<file path="src/rtl/fpaddsub_normalize_shift0.sv">
// rtl/fpaddsub_normalize_shift0.sv - FP add/sub normalization front stage: LZC, coarse 16-bit shift, exponent adjust
module fpaddsub_normalize_shift0 #(
    parameter int MW = 33,
    parameter int EW = 8
) (
    input  logic          clk,
    input  logic          rst,
    input  logic          in_valid,
    output logic          in_ready,
    input  logic [MW-1:0] Sum,
    input  logic [EW-1:0] ExpIn,
    output logic          out_valid,
    input  logic          out_ready,
    output logic [MW-1:0] MminP,
    output logic [4:0]    Shift,
    output logic [EW-1:0] ExpOut,
    output logic          ZeroSum,
    output logic          Underflow
);

    logic          rst_done_q, rst_done_d;
    logic          s1_valid_q, s1_valid_d;
    logic [MW-1:0] s1_sum_q,   s1_sum_d;
    logic [EW-1:0] s1_exp_q,   s1_exp_d;
    logic [5:0]    s1_lzc_q,   s1_lzc_d;
    logic          s2_valid_q, s2_valid_d;
    logic [MW-1:0] mminp_q,    mminp_d;
    logic [4:0]    shift_q,    shift_d;
    logic [EW-1:0] exp_out_q,  exp_out_d;
    logic          zero_q,     zero_d;
    logic          uf_q,       uf_d;

    logic          s2_ready;
    logic [5:0]    lzc;
    logic [4:0]    sh;
    logic          sum_zero;
    logic          uf;

    // Ascending scan: the highest set bit is the last one to write lzc.
    always_comb begin
        lzc = 6'd33;
        for (int i = 0; i < MW; i++) begin
            if (Sum[i]) lzc = 6'(MW - 1 - i);
        end
    end

    always_comb begin
        s2_ready = ~s2_valid_q | out_ready;
        in_ready = rst_done_q & (~s1_valid_q | s2_ready);

        sh       = (s1_lzc_q > 6'd31) ? 5'd31 : s1_lzc_q[4:0];
        sum_zero = (s1_sum_q == '0);
        uf       = (EW + 1)'(sh) > (EW + 1)'(s1_exp_q);

        rst_done_d = 1'b1;
        s1_valid_d = s1_valid_q;
        s1_sum_d   = s1_sum_q;
        s1_exp_d   = s1_exp_q;
        s1_lzc_d   = s1_lzc_q;
        s2_valid_d = s2_valid_q;
        mminp_d    = mminp_q;
        shift_d    = shift_q;
        exp_out_d  = exp_out_q;
        zero_d     = zero_q;
        uf_d       = uf_q;

        if (in_ready) s1_valid_d = in_valid;
        if (in_ready && in_valid) begin
            s1_sum_d = Sum;
            s1_exp_d = ExpIn;
            s1_lzc_d = lzc;
        end

        if (s2_ready) s2_valid_d = s1_valid_q;
        if (s2_ready && s1_valid_q) begin
            if (sum_zero) begin
                mminp_d   = '0;
                shift_d   = 5'd0;
                exp_out_d = '0;
                zero_d    = 1'b1;
                uf_d      = 1'b0;
            end else begin
                mminp_d   = sh[4] ? {s1_sum_q[MW-17:0], 16'b0} : s1_sum_q;
                shift_d   = sh;
                exp_out_d = uf ? '0 : s1_exp_q - EW'(sh);
                zero_d    = 1'b0;
                uf_d      = uf;
            end
        end
    end

    always_ff @(posedge clk or posedge rst) begin
        if (rst) begin
            rst_done_q <= 1'b0;
            s1_valid_q <= 1'b0;
            s1_sum_q   <= '0;
            s1_exp_q   <= '0;
            s1_lzc_q   <= '0;
            s2_valid_q <= 1'b0;
            mminp_q    <= '0;
            shift_q    <= '0;
            exp_out_q  <= '0;
            zero_q     <= 1'b0;
            uf_q       <= 1'b0;
        end else begin
            rst_done_q <= rst_done_d;
            s1_valid_q <= s1_valid_d;
            s1_sum_q   <= s1_sum_d;
            s1_exp_q   <= s1_exp_d;
            s1_lzc_q   <= s1_lzc_d;
            s2_valid_q <= s2_valid_d;
            mminp_q    <= mminp_d;
            shift_q    <= shift_d;
            exp_out_q  <= exp_out_d;
            zero_q     <= zero_d;
            uf_q       <= uf_d;
        end
    end

    assign out_valid = s2_valid_q;
    assign MminP     = mminp_q;
    assign Shift     = shift_q;
    assign ExpOut    = exp_out_q;
    assign ZeroSum   = zero_q;
    assign Underflow = uf_q;

endmodule
</file>
<file path="config.mk">
export PLATFORM = sky130hd
export DESIGN_NAME = fpaddsub_normalize_shift0
export DESIGN_NICKNAME = d
export VERILOG_FILES = /design/src/rtl/fpaddsub_normalize_shift0.sv
export SDC_FILE = /design/constraint.sdc
export NUM_CORES = 1
export LEC_CHECK = 0
export ABC_CLOCK_PERIOD_IN_PS = 6500
export BUFFER_PORTS_ARGS = -buffer_cell sky130_fd_sc_hd__buf_2
export CORE_MARGIN = 10
export CORE_UTILIZATION = 35
export CTS_CLUSTER_SIZE = 12
export DETAILED_ROUTE_END_ITERATION = 10
export PLACE_DENSITY = 0.64
export SLEW_MARGIN = 20
export SYNTH_ARGS = -nofsm -noshare
export SYNTH_HDL_FRONTEND = slang
export SYNTH_SLANG_ARGS = --single-unit
</file>
<file path="constraint.sdc">
create_clock -name clk -period 6.5 [get_ports clk]
set_input_delay 0.65 -clock clk [delete_from_list [all_inputs] [get_ports clk]]
set_output_delay 0.65 -clock clk [all_outputs]
set_load 0.02 [all_outputs]
</file>
Yosys cells after proc, flatten, opt, wreduce, memory -nomap -nowiden
Index checks and enable logic that the tools add are counted.
Widths: inputs -> output; s select.
{"block": "classes", "add_sub_neg": 1, "n_lt_le_gt_ge": 2, "mux": 41, "bitwise_logic": 5, "reduce_logical": 3}
{"op": "$mux 6", "n": 32}
{"op": "$mux 33", "n": 2}
{"op": "$logic_not 33->1", "n": 1}
{"op": "$mux 8", "n": 2}
{"op": "$mux 5", "n": 2}
{"op": "$gt 5x8->1", "n": 1}
{"op": "$sub 8x5->8", "n": 1}
{"op": "$gt 6x5->1 const B", "n": 1}
{"op": "$mux 1", "n": 3}
{"op": "$logic_and 1x1->1", "n": 2}
{"op": "$not 1->1", "n": 2}
{"op": "$or 1x1->1", "n": 2}
{"op": "$and 1x1->1", "n": 1}
{"block": "word_totals", "ff_bits": 98, "input_bits": 45, "output_inout_bits": 50, "elab_cells": 63}

Depth between registers and ports, before layout
Gate-level depths: netlist (run 1).
{"block": "depth", "depth_word": 33, "depth_mapped": 9, "mapped_depth_nobuf": 8}

Least setup slack after synthesis (run 1)
Ideal clock, no wire load.
{"block": "synth_path", "kind": "register to register", "startpoint": "reg s1_lzc_q[5]", "endpoint": "reg exp_out_q[4], in the netlist ExpOut[4]", "setup_ns": 0.110, "arrival_ns": 2.168, "required_time_ns": 6.390, "setup_slack_ns": 4.222, "stages_incl_launch_ff": 8, "n_path_buf": 0, "path_cell_list": "dfrtp_1 or2_2 ha_1 fa_1 nand2b_1 a21oi_1 o21bai_2 o41ai_1"}
{"block": "synth_via", "elab_chain_len": 5}
{"element": "from (decl)", "line_no": "25", "rtl": "logic [5:0] s1_lzc_q, s1_lzc_d;"}
{"element": "from (signal assigned)", "line_no": "110", "rtl": "s1_lzc_q <= s1_lzc_d;"}
{"element": "$gt 6x5->1 *", "line_no": "51", "rtl": "sh = (s1_lzc_q > 6'd31) ? 5'd31 : s1_lzc_q[4:0];"}
{"element": "$mux 5 *", "line_no": "51"}
{"element": "$sub 8x5->8 or $gt 5x8->1 (tied branches)", "line_no": "85, 53"}
{"element": "$mux 8 *", "line_no": "85", "rtl": "exp_out_d = uf ? '0 : s1_exp_q - EW'(sh);"}
{"element": "$mux 8 *", "line_no": "76", "rtl": "if (sum_zero) begin"}
{"element": "to (signal assigned)", "line_no": "114", "rtl": "exp_out_q <= exp_out_d;"}
{"element": "to (decl)", "line_no": "29", "rtl": "logic [EW-1:0] exp_out_q, exp_out_d;"}
Mark *: on every way between the ends. The rest lies on a longest branch, timed or not.
A chain may end at the register's enable or synchronous reset.

Worst setup path in the final report (run 1)
Same ends and word-level chain as after synthesis.

==> results of run 1 <==
-- state kept, by name (all words and copies together), names as in the netlist, 5 cells and up --
| register | count |
|---|---|
| ExpOut | 8 |
| s1_exp_q | 8 |
| Shift | 5 |
| s1_lzc_q | 6 |
| MminP | 33 |
| s1_sum_q | 33 |
-- power by group through the flow --
stage | Combinational (mW) | Clock [mW] | Sequential (mW)
after floorplan | 0.232 | 0 | 0.963
after global placement | 0.538 | 0 | 0.859
after detailed placement | 0.549 | 0 | 0.866
after CTS | 0.550 | 0.528 | 0.856
after global routing | 0.602 | 0.555 | 0.874
final | 0.541 | 0.524 | 0.856
-- layout by cell type (no fill, tap or decap), types with 2 or more instances in the layout --
cell type / Yosys / final
o41ai_1: 2 / 2
clkbuf_16: 0 / 9
nand4_1: 3 / 3
xor2_1: 3 / 3
nor4_2: 2 / 2
or3_1: 3 / 3
a221o_1: 2 / 2
nor2b_1: 3 / 2
o21ai_0: 40 / 40
o221ai_1: 2 / 2
nor4_1: 9 / 9
o31ai_1: 13 / 13
nor3_1: 7 / 7
a2111oi_0: 2 / 2
a211oi_1: 4 / 4
o21ai_2: 10 / 10
or4_1: 2 / 2
buf_4: 1 / 4
or2_2: 2 / 2
mux2i_1: 17 / 17
and2_1: 2 / 2
buf_2: 1 / 94
nand2_1: 187 / 186
inv_6: 0 / 3
ha_1: 5 / 5
nand2b_1: 5 / 5
a22o_1: 2 / 2
nor2_1: 19 / 18
dfrtp_1: 98 / 98
xnor2_1: 2 / 2
a21oi_1: 9 / 9
inv_1: 13 / 12
-- area by class of cell --
class | instances | area (um^2) | area share
Inverter | 13 | 50.0 | 0.00904
Clock inverter | 6 | 53.8 | 0.00972
Timing Repair Buffer | 98 | 500 | 0.0904
Sequential cell | 98 | 2450 | 0.443
Clock buffer | 10 | 239 | 0.0432
Multi-Input combinational cell | 374 | 2020 | 0.366
Tap cell | 172 | 215 | 0.0389
-- worst max-delay path: stages, from the launching register on --
cell	delay, ns
dfrtp_1	0.44
or2_2	0.35
ha_1	0.22
fa_1	0.39
nand2b_1	0.17
a21oi_1	0.35
o21bai_2	0.23
o41ai_1	0.39
-- cells by family after synthesis --
family | count (synthesis) | synth area share
other | 1 | 0.000812
adders and majority gates | 6 | 0.0179
DFF | 98 | 0.531
muxes | 17 | 0.0368
and+or+nand+nor | 252 | 0.236
AOI/OAI and AO/OA | 93 | 0.135
buffers and inverters | 36 | 0.0339
xor gates and xnor gates | 5 | 0.00948
-- how the worst max path moves through the flow --
stage                              end  cells past startpoint
3_5_place_dp   s1_lzc_q[1]$_DFFE_PP0P_                      5
2_1_floorplan    ExpOut[0]$_DFFE_PP0P_                      1
6_report         ExpOut[4]$_DFFE_PP0P_                      7
5_1_grt          ExpOut[4]$_DFFE_PP0P_                      7
4_1_cts          ExpOut[4]$_DFFE_PP0P_                      7
3_3_place_gp   s1_lzc_q[1]$_DFFE_PP0P_                      5
-- metal layers --
| layer | track usage | vias to the layer above | part of all wire |
|---|---|---|---|
| li1 | - | 1898 | - |
| met1 | 0.189 | 1870 | 0.45 |
| met2 | 0.213 | 132 | 0.45 |
| met3 | 0.0449 | 12 | 0.085 |
| met4 | 0.0459 | 0 | 0.014 |
| met5 | 0 | - | 0 |
-- metrics by stage --
stage / instances / setup slack (ns) / cell area, um^2
4_1_cts: 771 / 3.85 / 5530
6_report: 771 / 3.83 / 5530
2_1_floorplan: 508 / 3.29 / 4620
3_3_place_gp: 755 / 3.88 / 5240
3_5_place_dp: 755 / 3.83 / 5240
5_1_grt: 771 / 3.74 / 5530
==> flow_summary.toml, run 1 <==
[clock_network]
path_clk_slew_ns = 0.07
numCtsBuffers = 9
cts_hold_buf = 0
root_buffer = "clkbuf_16"
cts_resized = 0
cts_setup_buffers = 0
cts_tree = "yes"
cts.path.max_buffers = 2
worstSkewPairLatency_ns = 0.34
htreeDepth = 3
clock-sinks = 98

[placement]
gp_congestion = 0.883
port_buffers = 94
dp_hpwl_um = 9830

[setup_path]
crit_start = "s1_lzc_q[5]$_DFFE_PP0P_"
worst_setup_path_start_kind = "flip-flop"
r2r_cells = 7
cp-end-kind = "flip-flop"
worst-setup-path-type = "reg2reg"
r2r_slack_ns = 3.83
worst-path-max-fanout = 8
required_ns = 6.72
reg2reg_from = "s1_lzc_q[5]$_DFFE_PP0P_"
reg2reg_to = "ExpOut[4]$_DFFE_PP0P_"
arrival_ns = 2.89

[pwr]
p_int_mw = 1.21
totalPowerFinal_mw = 1.92
clock_power_share = 0.273
swShare = 0.368
power.leakage_nw = 2.85
pwr-share-seq = 0.446
vdd_ir_drop_max_mv = 0.126
powerDensity_nw_per_um2 = 347
p_comb_frac = 0.282
p_sw_mw = 0.706

[timing]
worstMarginPinSlew_ns = 0.996
fin_crit_ns = 2.67
fin_worst_skew_ns = 0.0120
setup_tns_ns = 0
setup_viol_count_final = 0
hold_viol_final = 0
max_freq_mhz = 374
rsz0062_at_grt = "no"
fin_crit_sh = 0.411
hold_slack_ns = 0.352
maxSlewViolCount = 0
max-slew-margin-rel = 0.335

[finish]
synthToLayoutAreaGrowth_pct = 19.8
nNetsFinal = 645
n_fill_cell = 1286
antennaDiodeCount = 0
finalCoreUtilization = 0.433
final_layout_size_suffix_gt1_frac = 0.229

[detailed_routing]
vias = 3912
wl_per_cell_um = 16.6
drt-initial-drc-count = 314
dr.pass1.iters = 5
routed_via_density = 5.07
wirelength_um = 12800
drc_errors = 0
ant_nets = 0

[global_routing]
grt_pass1_wl_um = 20900
grt_pass1_vias = 3994
track_usage = 0.142
antenna_found_initial = 0
grt_start_max_net_pins = 79
grt.overflow.total = 0

[run]
maxCapViolations = 0

[logic_synthesis]
synth.most_common_cell = "nand2_1"
synth_seq_cells = 98
yosys_warnings = 0
synth_area_um2 = 4620
synth-async-reset-ratio = 1.00
ys_types = 49
synth_edf_count = 0
syn_nets = 559
synth-main-ff-cell = "dfrtp_1"
avgSynthCellArea_um2 = 9.09
synth_commonest_cells = "nand2_1, dfrtp_1, o21ai_0"
netlist.area_leader.share = 0.531
synth_area_leaders = "dfrtp_1, nand2_1, o21ai_0, mux2i_1, o31ai_1"
seq_area_frac_synth = 0.531
yosys.area.top_type = "dfrtp_1"
syn_inst = 508

[die]
placementRows = 41
dieArea_um2 = 18200
start_util = 0.362
ios = 95
die_y_um = 135
core_um2 = 12800
die_x_um = 135

[outcome]
status = "completed"

[hold_path]
hp-class = "in2async"
No activity file was read; power rests on OpenSTA's default activity.
==> inputs of run 2 (changes only) <==
- ABC_CLOCK_PERIOD_IN_PS: 6500 -> 2220
- PLACE_DENSITY: 0.64 -> 0.66
- clock period: 6.5 -> 2.22 ns (I/O delays scaled with it)
==> run 2 against run 1 <==
  * The flow now finishes with violations (negative hold slack)
  * Combinational power rose to 3.1 times the previous value
  * Routed wire length rose by 0.62%
  * Clock power rose to 3.0 times the previous value
  * Power grew to 3.0 times the previous value
  * Hold slack worse by 0.36 ns
  * Non-clock buffer count rose by 9
  * Setup slack lost 3.8 ns
  * First-iteration DRC count up 26%
  * Flip-flop and latch count unchanged
  * Sequential power grew to 2.9 times the previous value
  * Critical path depth stayed put
  * Global-route usage grew 0.18 points
==> flow_summary.toml, run 2 (same netlist as run 1, synthesis figures left out) <==
[pwr]
pwr-share-seq = 0.434
vdd_ir_drop_max_mv = 0.395
p_comb_frac = 0.292
clock_power_share = 0.274
p_int_mw = 3.68
totalPowerFinal_mw = 5.77
power.leakage_nw = 2.91
p_sw_mw = 2.08
swShare = 0.362
powerDensity_nw_per_um2 = 1010

[finish]
final_common_cell = "nand2_1"
synthToLayoutAreaGrowth_pct = 23.3
mostFrequentLayoutCells = "nand2_1, dfrtp_1, buf_2, o21ai_0, nor2_1"
nNetsFinal = 654
final_layout_size_suffix_gt1_frac = 0.248
antennaDiodeCount = 0
finalNonFillerCells = 780

[die]
start_util = 0.362
die_y_um = 135
core_um2 = 12800
placementRows = 41
die_x_um = 135
ios = 95
dieArea_um2 = 18200

[detailed_routing]
dr.pass1.iters = 5
drc_errors = 0
routed_via_density = 5.06
wirelength_um = 12900
wl_per_cell_um = 16.6
drt-initial-drc-count = 396
vias = 3943
ant_nets = 0

[clock_network]
path_clk_slew_ns = 0.06
cts_setup_buffers = 0
worstSkewPairLatency_ns = 0.35
cts.path.max_buffers = 2
root_buffer = "clkbuf_16"
numCtsBuffers = 9
clock-sinks = 98
cts_tree = "yes"
htreeDepth = 3

[hold_path]
hp-class = "in2async"

[timing]
fin_worst_skew_ns = 0.00920
max-slew-margin-rel = 0.512
maxSlewViolCount = 0
fin_ws_ns = 0.0537
max_freq_mhz = 462
setup_viol_count_final = 0
rsz0062_at_grt = "no"
hold_slack_ns = -0.0125
fin_crit_ns = 2.17
fin_crit_sh = 0.976
hold_viol_final = 29
worstMarginPinSlew_ns = 0.733

[setup_path]
crit_chain = "or2_2, ha_2, fa_2, nand2b_4, a21oi_4, o21bai_4, o41ai_4"
slowest_delay_ns = 0.37
worst-setup-path-type = "reg2reg"
cp-end-kind = "flip-flop"
arrival_ns = 2.40
required_ns = 2.45
worst-path-max-fanout = 8
worst_setup_path_start_kind = "flip-flop"
cp_slowest_cell = "dfrtp_1"
critPathTopFamily = "compound AO/OA/AOI/OAI gates"
path_buf_inv = 0
r2r_slack_ns = 0.05

[global_routing]
track_usage = 0.144
grt_util_met2 = 0.217
gr-usage-met1 = 0.189
grt_pass1_vias = 4026
grt_pass1_wl_um = 20900
antenna_found_initial = 1
grt.met3_usage = 0.0312
grt_busiest_layer = "met2"
grt_start_max_net_pins = 58
grt.overflow.total = 0

[placement]
pre_cts_ws_ns = -0.105
dp.cells = 764
dp_hpwl_um = 9960
gp_congestion = 0.884
port_buffers = 94

[outcome]
violations = "negative hold slack"
status = "finished, violations left"

[run]
maxCapViolations = 0
run 2: cell count changes in the layout (fill, tap and decap cells not counted), sizes merged:
cell / before / now
buf: 98 / 107
bufinv: 0 / 1
clkbuf: 10 / 9
clkinvlp: 1 / 2
inv: 16 / 15
run 2: final cells by class:
type | instances | area [um^2]
Clock buffer | 9 | 225
Clock inverter | 7 | 73.8
Fill cell | 1254 | 7080
Inverter | 13 | 52.6
Multi-Input combinational cell | 374 | 2070
Sequential cell | 98 | 2450
Tap cell | 172 | 215
Timing Repair Buffer | 107 | 606
run 2: per-layer routing:
layer	part of all wire	routed length, um
met1	0.46	5930
met5	0.0010	13
met4	0.025	325
met2	0.45	5850
met3	0.061	793
run 2: worst paths after layout:
check,from,to,cells past startpoint
worst min-delay path,rst,s1_lzc_q[0]$_DFFE_PP0P_,2
min in group clk,ExpIn[6],s1_exp_q[6]$_DFFE_PP0P_,3
worst min register to register,ExpOut[0]$_DFFE_PP0P_,ExpOut[0]$_DFFE_PP0P_,2
worst max-delay path,s1_lzc_q[5]$_DFFE_PP0P_,ExpOut[4]$_DFFE_PP0P_,7
worst max register to register,s1_lzc_q[5]$_DFFE_PP0P_,ExpOut[4]$_DFFE_PP0P_,7
max in group asynchronous,rst,ZeroSum$_DFFE_PP0P_,3
run 2: through the flow:
step                hold WS [ns]  utilization  cell area, um^2  TNS (ns)
global route              0.0360        0.446             5700         0
finish                   -0.0125        0.446             5700         0
detailed placement         0.379        0.419             5350    -0.105
floorplan                  0.315            -             4630         0
CTS                      0.00647        0.445             5680         0
global placement           0.372        0.419             5350         0
run 2: timing repair:
action                                 in CTS  in global routing
endpoints found under the hold margin       0                  0
setup endpoints to repair                   2                  3
hold buffers                                0                  0
pin swaps                                   3                  3
resized for setup                           5                  3
run 2: power groups by stage:
stage	combinational, mW	sequential (mW)	clock, mW
global placement	1.61	2.52	0
global route	1.85	2.56	1.68
detailed placement	1.65	2.54	0
floorplan	0.682	2.82	0
finish	1.68	2.50	1.58
CTS	1.69	2.51	1.60
